$ cat src/rtl/rv32i_regfile_dbg_arb.sv
// Debug-port arbiter for the RV32I register file.
// Normally, the register file port passes straight through to the core pipeline.
// A debug request first freezes the pipeline. It then waits for the register
// file's write bypass to drain, makes one read or write access, and pulses
// dbg_ack when the access is done.
//
// state  | meaning
// -------+------------------------------------------------------------------
// IDLE   | core owns the register file, rf_* = core_*
// DRAIN  | core held, waiting for in-flight write-backs to settle
// ACCESS | debug drives the register file (write strobe or read index)
// RDWAIT | read index held, read data captured at the end of this cycle
// RESP   | dbg_ack pulse, back to IDLE unconditionally
module rv32i_regfile_dbg_arb #(
    parameter int unsigned DRAIN_CYCLES = 2
) (
    input  logic        clk,
    input  logic        reset_n,
    input  logic [4:0]  core_rs1_idx,
    input  logic [4:0]  core_rs2_idx,
    input  logic [4:0]  core_rd_idx,
    input  logic [31:0] core_new_rd,
    input  logic        core_stall,
    input  logic        core_update_pc,
    output logic [4:0]  rf_rs1_idx,
    output logic [4:0]  rf_rs2_idx,
    output logic [4:0]  rf_rd_idx,
    output logic [31:0] rf_new_rd,
    output logic        rf_stall,
    output logic        rf_update_pc,
    input  logic [31:0] rf_rs1,
    output logic        core_hold,
    input  logic        dbg_req,
    input  logic        dbg_we,
    input  logic [4:0]  dbg_addr,
    input  logic [31:0] dbg_wdata,
    output logic        dbg_ack,
    output logic [31:0] dbg_rdata
);

    typedef enum logic [2:0] {
        IDLE   = 3'd0,
        DRAIN  = 3'd1,
        ACCESS = 3'd2,
        RDWAIT = 3'd3,
        RESP   = 3'd4
    } state_t;

    localparam logic [3:0] CNT_INIT = 4'(DRAIN_CYCLES - 1);

    state_t      state_q, state_d;
    logic [3:0]  cnt_q, cnt_d;
    logic        we_q, we_d;
    logic [4:0]  addr_q, addr_d;
    logic [31:0] wdata_q, wdata_d;
    logic [31:0] rdata_q, rdata_d;
    logic        passthru;

    // Next-state logic: captures the request and runs the drain/access/response sequence.
    always_comb begin
        state_d = state_q;
        cnt_d   = cnt_q;
        we_d    = we_q;
        addr_d  = addr_q;
        wdata_d = wdata_q;
        rdata_d = rdata_q;
        case (state_q)
            IDLE: begin
                if (dbg_req) begin
                    state_d = DRAIN;
                    cnt_d   = CNT_INIT;
                    we_d    = dbg_we;
                    addr_d  = dbg_addr;
                    wdata_d = dbg_wdata;
                end
            end
            DRAIN: begin
                // Dropping the request while draining aborts cleanly; nothing has touched the RF yet.
                if (!dbg_req) begin
                    state_d = IDLE;
                    cnt_d   = 4'd0;
                end else if (cnt_q == 4'd0) begin
                    state_d = ACCESS;
                end else begin
                    cnt_d = cnt_q - 4'd1;
                end
            end
            ACCESS: state_d = we_q ? RESP : RDWAIT;
            RDWAIT: begin
                rdata_d = rf_rs1;
                state_d = RESP;
            end
            RESP:    state_d = IDLE;
            default: state_d = IDLE;
        endcase
    end

    // State and capture registers with synchronous active-low reset.
    always_ff @(posedge clk) begin
        if (!reset_n) begin
            state_q <= IDLE;
            cnt_q   <= 4'd0;
            we_q    <= 1'b0;
            addr_q  <= 5'd0;
            wdata_q <= 32'd0;
            rdata_q <= 32'd0;
        end else begin
            state_q <= state_d;
            cnt_q   <= cnt_d;
            we_q    <= we_d;
            addr_q  <= addr_d;
            wdata_q <= wdata_d;
            rdata_q <= rdata_d;
        end
    end

    // Register-file port mux: passthrough in IDLE (and while reset is asserted), debug override otherwise.
    always_comb begin
        passthru     = !reset_n || (state_q == IDLE);
        rf_rs1_idx   = core_rs1_idx;
        rf_rs2_idx   = core_rs2_idx;
        rf_rd_idx    = core_rd_idx;
        rf_new_rd    = core_new_rd;
        rf_stall     = core_stall;
        rf_update_pc = core_update_pc;
        core_hold    = 1'b0;
        dbg_ack      = 1'b0;
        if (!passthru) begin
            core_hold    = 1'b1;
            rf_update_pc = 1'b0;
            rf_rd_idx    = 5'd0;
            rf_stall     = 1'b1;
            case (state_q)
                ACCESS: begin
                    if (we_q) begin
                        // Address 0 flows through as-is, so an x0 write stays a no-op.
                        rf_rd_idx = addr_q;
                        rf_new_rd = wdata_q;
                        rf_stall  = 1'b0;
                    end else begin
                        rf_rs1_idx = addr_q;
                    end
                end
                RDWAIT:  rf_rs1_idx = addr_q;
                RESP:    dbg_ack = 1'b1;
                default: ;
            endcase
        end
    end

    assign dbg_rdata = rdata_q;

endmodule

$ cat config.mk
export PLATFORM = sky130hd
export DESIGN_NAME = rv32i_regfile_dbg_arb
export DESIGN_NICKNAME = d
export VERILOG_FILES = /design/src/rtl/rv32i_regfile_dbg_arb.sv
export SDC_FILE = /design/constraint.sdc
export NUM_CORES = 1
export LEC_CHECK = 0
export BUFFER_PORTS_ARGS = -buffer_cell sky130_fd_sc_hd__buf_2
export CAP_MARGIN = 5
export CORE_UTILIZATION = 43
export DETAILED_ROUTE_END_ITERATION = 10
export GPL_TIMING_DRIVEN = 0
export HOLD_SLACK_MARGIN = 0.15
export PLACE_DENSITY = 0.78
export SLEW_MARGIN = 30
export SYNTH_ARGS = -nofsm -noshare
export SYNTH_HDL_FRONTEND = slang
export SYNTH_SLANG_ARGS = --single-unit
$ cat constraint.sdc
create_clock -name clk -period 2.05 [get_ports clk]
set_input_delay 0.205 -clock clk [delete_from_list [all_inputs] [get_ports clk]]
set_output_delay 0.205 -clock clk [all_outputs]
set_load 0.05 [all_outputs]
Yosys cells after proc, flatten, opt, wreduce, memory -nomap -nowiden
Cells that the tools add are included.
{"block": "word_totals", "ff_bits": 77, "input_bits": 122, "out_inout_bits": 83, "elab_cells": 47}
{"block": "classes", "n_addsub": 1, "n_eq_ne": 7, "mux": 25, "n_reduce_logical": 8}
{"cell": "2-to-1 mux 32 bit", "n": 3}
{"cell": "2-to-1 mux 5 bit", "n": 5}
{"cell": "2-to-1 mux 3 bit", "n": 4}
{"cell": "2-to-1 mux 4 bit", "n": 3}
{"cell": "case mux 3 bit (4 select lines)", "n": 1}
{"cell": "case mux 5 bit (2 select lines)", "n": 1}
{"cell": "case mux 4 bit (2 select lines)", "n": 1}
{"cell": "2-to-1 mux 1 bit", "n": 7}
{"cell": "equality test 3 x 2 -> 1 bit (second input constant)", "n": 2}
{"cell": "inequality test 3 bit (second input constant)", "n": 2}
{"cell": "zero test 4 bit", "n": 1}
{"cell": "AND reduction 2 bit", "n": 2}
{"cell": "subtractor 4 x 1 -> 4 bit (second input constant)", "n": 1}
{"cell": "equality test 3 x 1 -> 1 bit (second input constant)", "n": 1}
{"cell": "equality test 3 bit (second input constant)", "n": 1}
{"cell": "zero test 3 bit", "n": 1}
{"cell": "AND reduction 3 bit", "n": 1}
{"cell": "inequality test 2 bit (second input constant)", "n": 1}
{"cell": "nonzero test 2 bit", "n": 1}
{"cell": "zero test 1 bit", "n": 1}
{"cell": "logical OR 1 bit", "n": 1}

Logic depth before layout (Yosys ltp)
{"block": "depth", "word_depth": 4, "mapped_depth": 5, "ltp_nobuf": 5}

Worst setup path after synthesis
OpenSTA, ideal clock, no wires.
{"block": "synth_timing", "path_kind": "register to output", "start": "register state_q[2]", "end": "output dbg_ack", "t_arrival_ns": 2.137, "t_required_ns": 1.845, "path_slack_ns": -0.292, "path_stages_with_launch": 4, "path_buffers": 1, "path_cell_list": "dfxtp_1 -> buf_2 -> inv_1 -> nor4_1"}
{"block": "synth_via", "elab_chain_cells": 3, "word_cells_on_any_way": 5, "classes_between": "1 x eq/ne; 2 x mux; 2 x reduce/logical"}
{"element": "from (decl)", "line_no": "51", "rtl": "state_t state_q, state_d;"}
{"element": "from (signal assigned)", "line_no": "108", "rtl": "state_q <= state_d;"}
{"element": "equality test 3 bit / zero test 3 bit (equally long branches)", "line_no": "133, 119"}
{"element": "2-to-1 mux 1 bit / logical OR 1 bit (equally long branches)", "line_no": "133, 119"}
{"element": "2-to-1 mux 1 bit (*)", "line_no": "128", "rtl": "if (!passthru) begin"}
{"element": "to (decl)", "line_no": "37", "rtl": "output logic dbg_ack,"}
Every way passes the cells marked *; elsewhere a longest branch is shown, timed or not.

Worst setup path after layout
{"block": "layout_timing", "start": "register state_q[2]", "end": "output rf_new_rd[16]"}
{"block": "layout_via", "elab_chain_cells": 3, "word_cells_on_any_way": 5, "classes_between": "1 x eq/ne; 2 x mux; 2 x reduce/logical"}
{"element": "equality test 3 x 2 -> 1 bit / zero test 3 bit (equally long branches)", "line_no": "133, 119"}
{"element": "2-to-1 mux 32 bit / logical OR 1 bit (equally long branches)", "line_no": "133, 119"}
{"element": "2-to-1 mux 32 bit (*)", "line_no": "128"}
{"element": "to (decl)", "line_no": "28", "rtl": "output logic [31:0] rf_new_rd,"}
Marked as above.

==> out/metrics.yaml <==
critical_path:
  crit_type: "flip-flop to output port"
  endpoint_kind: "output port"
  rr_worst_depth: 7
  required_ns: 1.85
  start_kind: "flip-flop"
  path_max_fanout: 5
  arrival_ns: 1.96
grt:
  antenna_found_initial: 0
  grt_pass1_vias: 4456
  grt_pass1_wl_um: 21360
  grt_remaining_overflow: 0
  grt_use_total: 0.3261
  grt_max_degree: 14
place:
  numPortBuffers: 199
  gp_congestion: 0.8618
  post-dp-hpwl_um: 7519
logic_synthesis:
  ys_seq_area_frac: 0.4506
  synth_area_sq_um: 3421
  ys.flop_type: "dfxtp_1"
  synth.distinct_cells: 37
  syn_area_per_cell_sq_um: 8.203
  syn-num-nets: 541
  synth-seq-cells: 77
  synthArstFlopShare: 0
  synthCells: 417
  yosysWarnings: 0
  synth_edf_count: 0
pwr:
  p_int_w: 0.002625
  max-vdd-ir-drop_mv: 0.5133
  power_density_nw_per_um2: 639.7
  clkPwrFrac: 0.307
  power_frac_comb: 0.275
  p_seq_frac: 0.417
  p_sw_w: 0.001279
  switching_share: 0.3276
  p_leak_nw: 2.772
outcome:
  violations: "setup timing"
  status: "finished with violations"
timing:
  hold_ws_ns: 0.1852
  worst_slack_ns: -0.1160
  rsz0062_at_grt: "yes"
  slew_viol_final: 0
  setup-violations-final: 40
  hold_viol: 0
  tightestPinTransition_ns: 0.6218
  finalCritPeriodShare: 1.057
  clock_skew_ns: 0.01338
  period_needed_ns: 2.166
  fmax_mhz: 461.7
  relSlewSlack: 0.5855
layout:
  mostFrequentLayoutCells: "buf_2 (166), nand2_1 (144), dfxtp_1 (74)"
  final_common_cell: "buf_2"
  final_util: 0.7898
  drive_gt1_frac: 0.4084
  n_antenna_cell: 0
  final_nets: 834
  syn2layout_area_growth_pct: 78.42
floorplanning:
  initial_core_util: 0.4427
  fp.dieH_um: 91.19
  core_sq_um: 7727
  row_count: 32
  ios: 205
  die_w_um: 91.19
  die_area_sq_um: 8316
flow_run:
  max_cap_violations: 0
detailed_routing:
  via_per_inst: 5.437
  postRouteWirelength_um: 14780
  first_iter_violations: 202
  wl_per_cell_um: 18.09
  vias: 4442
  drt_first_pass_iters: 5
  drtAntennaViolNets: 0
  route.detailed.drc: 0
clock_network:
  tritoncts: "built"
  clk_pin_slew_worst_paths_ns: 0.09
  clkLatencyLatePin_ns: 0.36
  clock_sinks: 77
  cts_buffers: 9
  cts_max_level: 3
  clock_path_buffers: 2
  root_buffer: "clkbuf_8"
worst_hold_path:
  hold_class: "primary input to flip-flop"
  hold_path_depth: 3
## logic make-up after synthesis
family	Yosys count	synth area share
and+or+nand+nor	167	0.2063
AOI/OAI and AO/OA	91	0.1525
DFF	77	0.4506
buffers and inverters	43	0.06145
muxes	37	0.1218
adders and majority gates	2	0.007314
## synth_stat cells (2+ instances only)
cell       number  share of area
buf_2           9          0.013
dfxtp_1        77           0.45
nand3b_1        2         0.0044
nor3b_1         2         0.0044
mux2_2         23          0.076
buf_6           2         0.0066
ha_1            2         0.0073
nand2b_1        2         0.0037
and3b_1         2         0.0051
mux2_1         14          0.046
inv_1           8         0.0088
buf_4           6          0.013
a211oi_1        2         0.0044
a21oi_1        72           0.11
a2111oi_0       2         0.0051
nor2b_1         3         0.0055
nor2_1          4         0.0044
o32ai_1         2         0.0051
clkbuf_1       18          0.020
a22o_1          5          0.013
nand2_1       144           0.16
## final timing paths
kind,from,end,slack (ns)
setup reg to reg,state_q[2],wdata_q[27],0.15
setup / recovery,state_q[2],rf_new_rd[16],-0.12
hold reg to reg,dbg_rdata[15],dbg_rdata[15],0.46
hold / removal,reset_n,cnt_q[0],0.19
## per-layer routing
metal,share of wire,global-route usage,up-vias
met5,0,0,-
met3,0.082,0.08208,84
met1,0.35,0.3232,2073
met2,0.51,0.6136,305
li1,-,-,1980
met4,0.057,0.1839,0
## cell type report
cell class / count / area (sq um)
repair buffers: 283 / 2191
multi-input cells: 297 / 1815
fillers: 448 / 1624
flip-flops and latches: 77 / 1545
plain buffers: 34 / 193.9
clock buffers: 10 / 137.6
well taps: 102 / 127.6
clock inverters: 6 / 62.56
inverters: 8 / 30.03
## repair_timing
action                                  in CTS  in global routing
pin swaps                                    3                  5
endpoints found under the hold margin       70                  0
resized for setup                          117                 47
setup buffers                               10                  3
hold buffers                                70                  0
endpoints found under the setup margin      44                 44
gates cloned                                 2                  1
## state kept, by name (all words and copies together), names as in the netlist
signal     flops
we_q           1
cnt_q          4
addr_q         5
state_q        3
wdata_q       32
dbg_rdata     32
## worst max-delay path, cell delays in order, from the launching register on
cell	delay, ns
dfxtp_2	0.33
nand3b_1	0.19
nor3b_2	0.25
buf_4	0.20
clkbuf_16	0.16
mux2_4	0.32
buf_8	0.15
## power groups by stage
stage	Clock, W	Combinational, W	Sequential [W]
6_report	0.00120	0.00107	0.00163
5_1_grt	0.00125	0.00112	0.00163
4_1_cts	0.00118	0.000975	0.00162
3_5_place_dp	0	0.000775	0.00165
3_3_place_gp	0	0.000763	0.00164
2_1_floorplan	0	0.000513	0.00166
## metrics by stage
stage,setup WS [ns],power [W],area [sq um],std cells,setup TNS [ns]
CTS,-0.1068,0.003775,5953,816,-1.636
global placement,0.1354,0.002408,4551,718,0
detailed placement,0.1296,0.002425,4551,718,0
global route,-0.1520,0.004006,6103,817,-4.746
floorplan,0.2044,0.002177,3427,417,0
finish,-0.1160,0.003904,6103,817,-2.891
No activity file was read; power rests on OpenSTA's default activity.
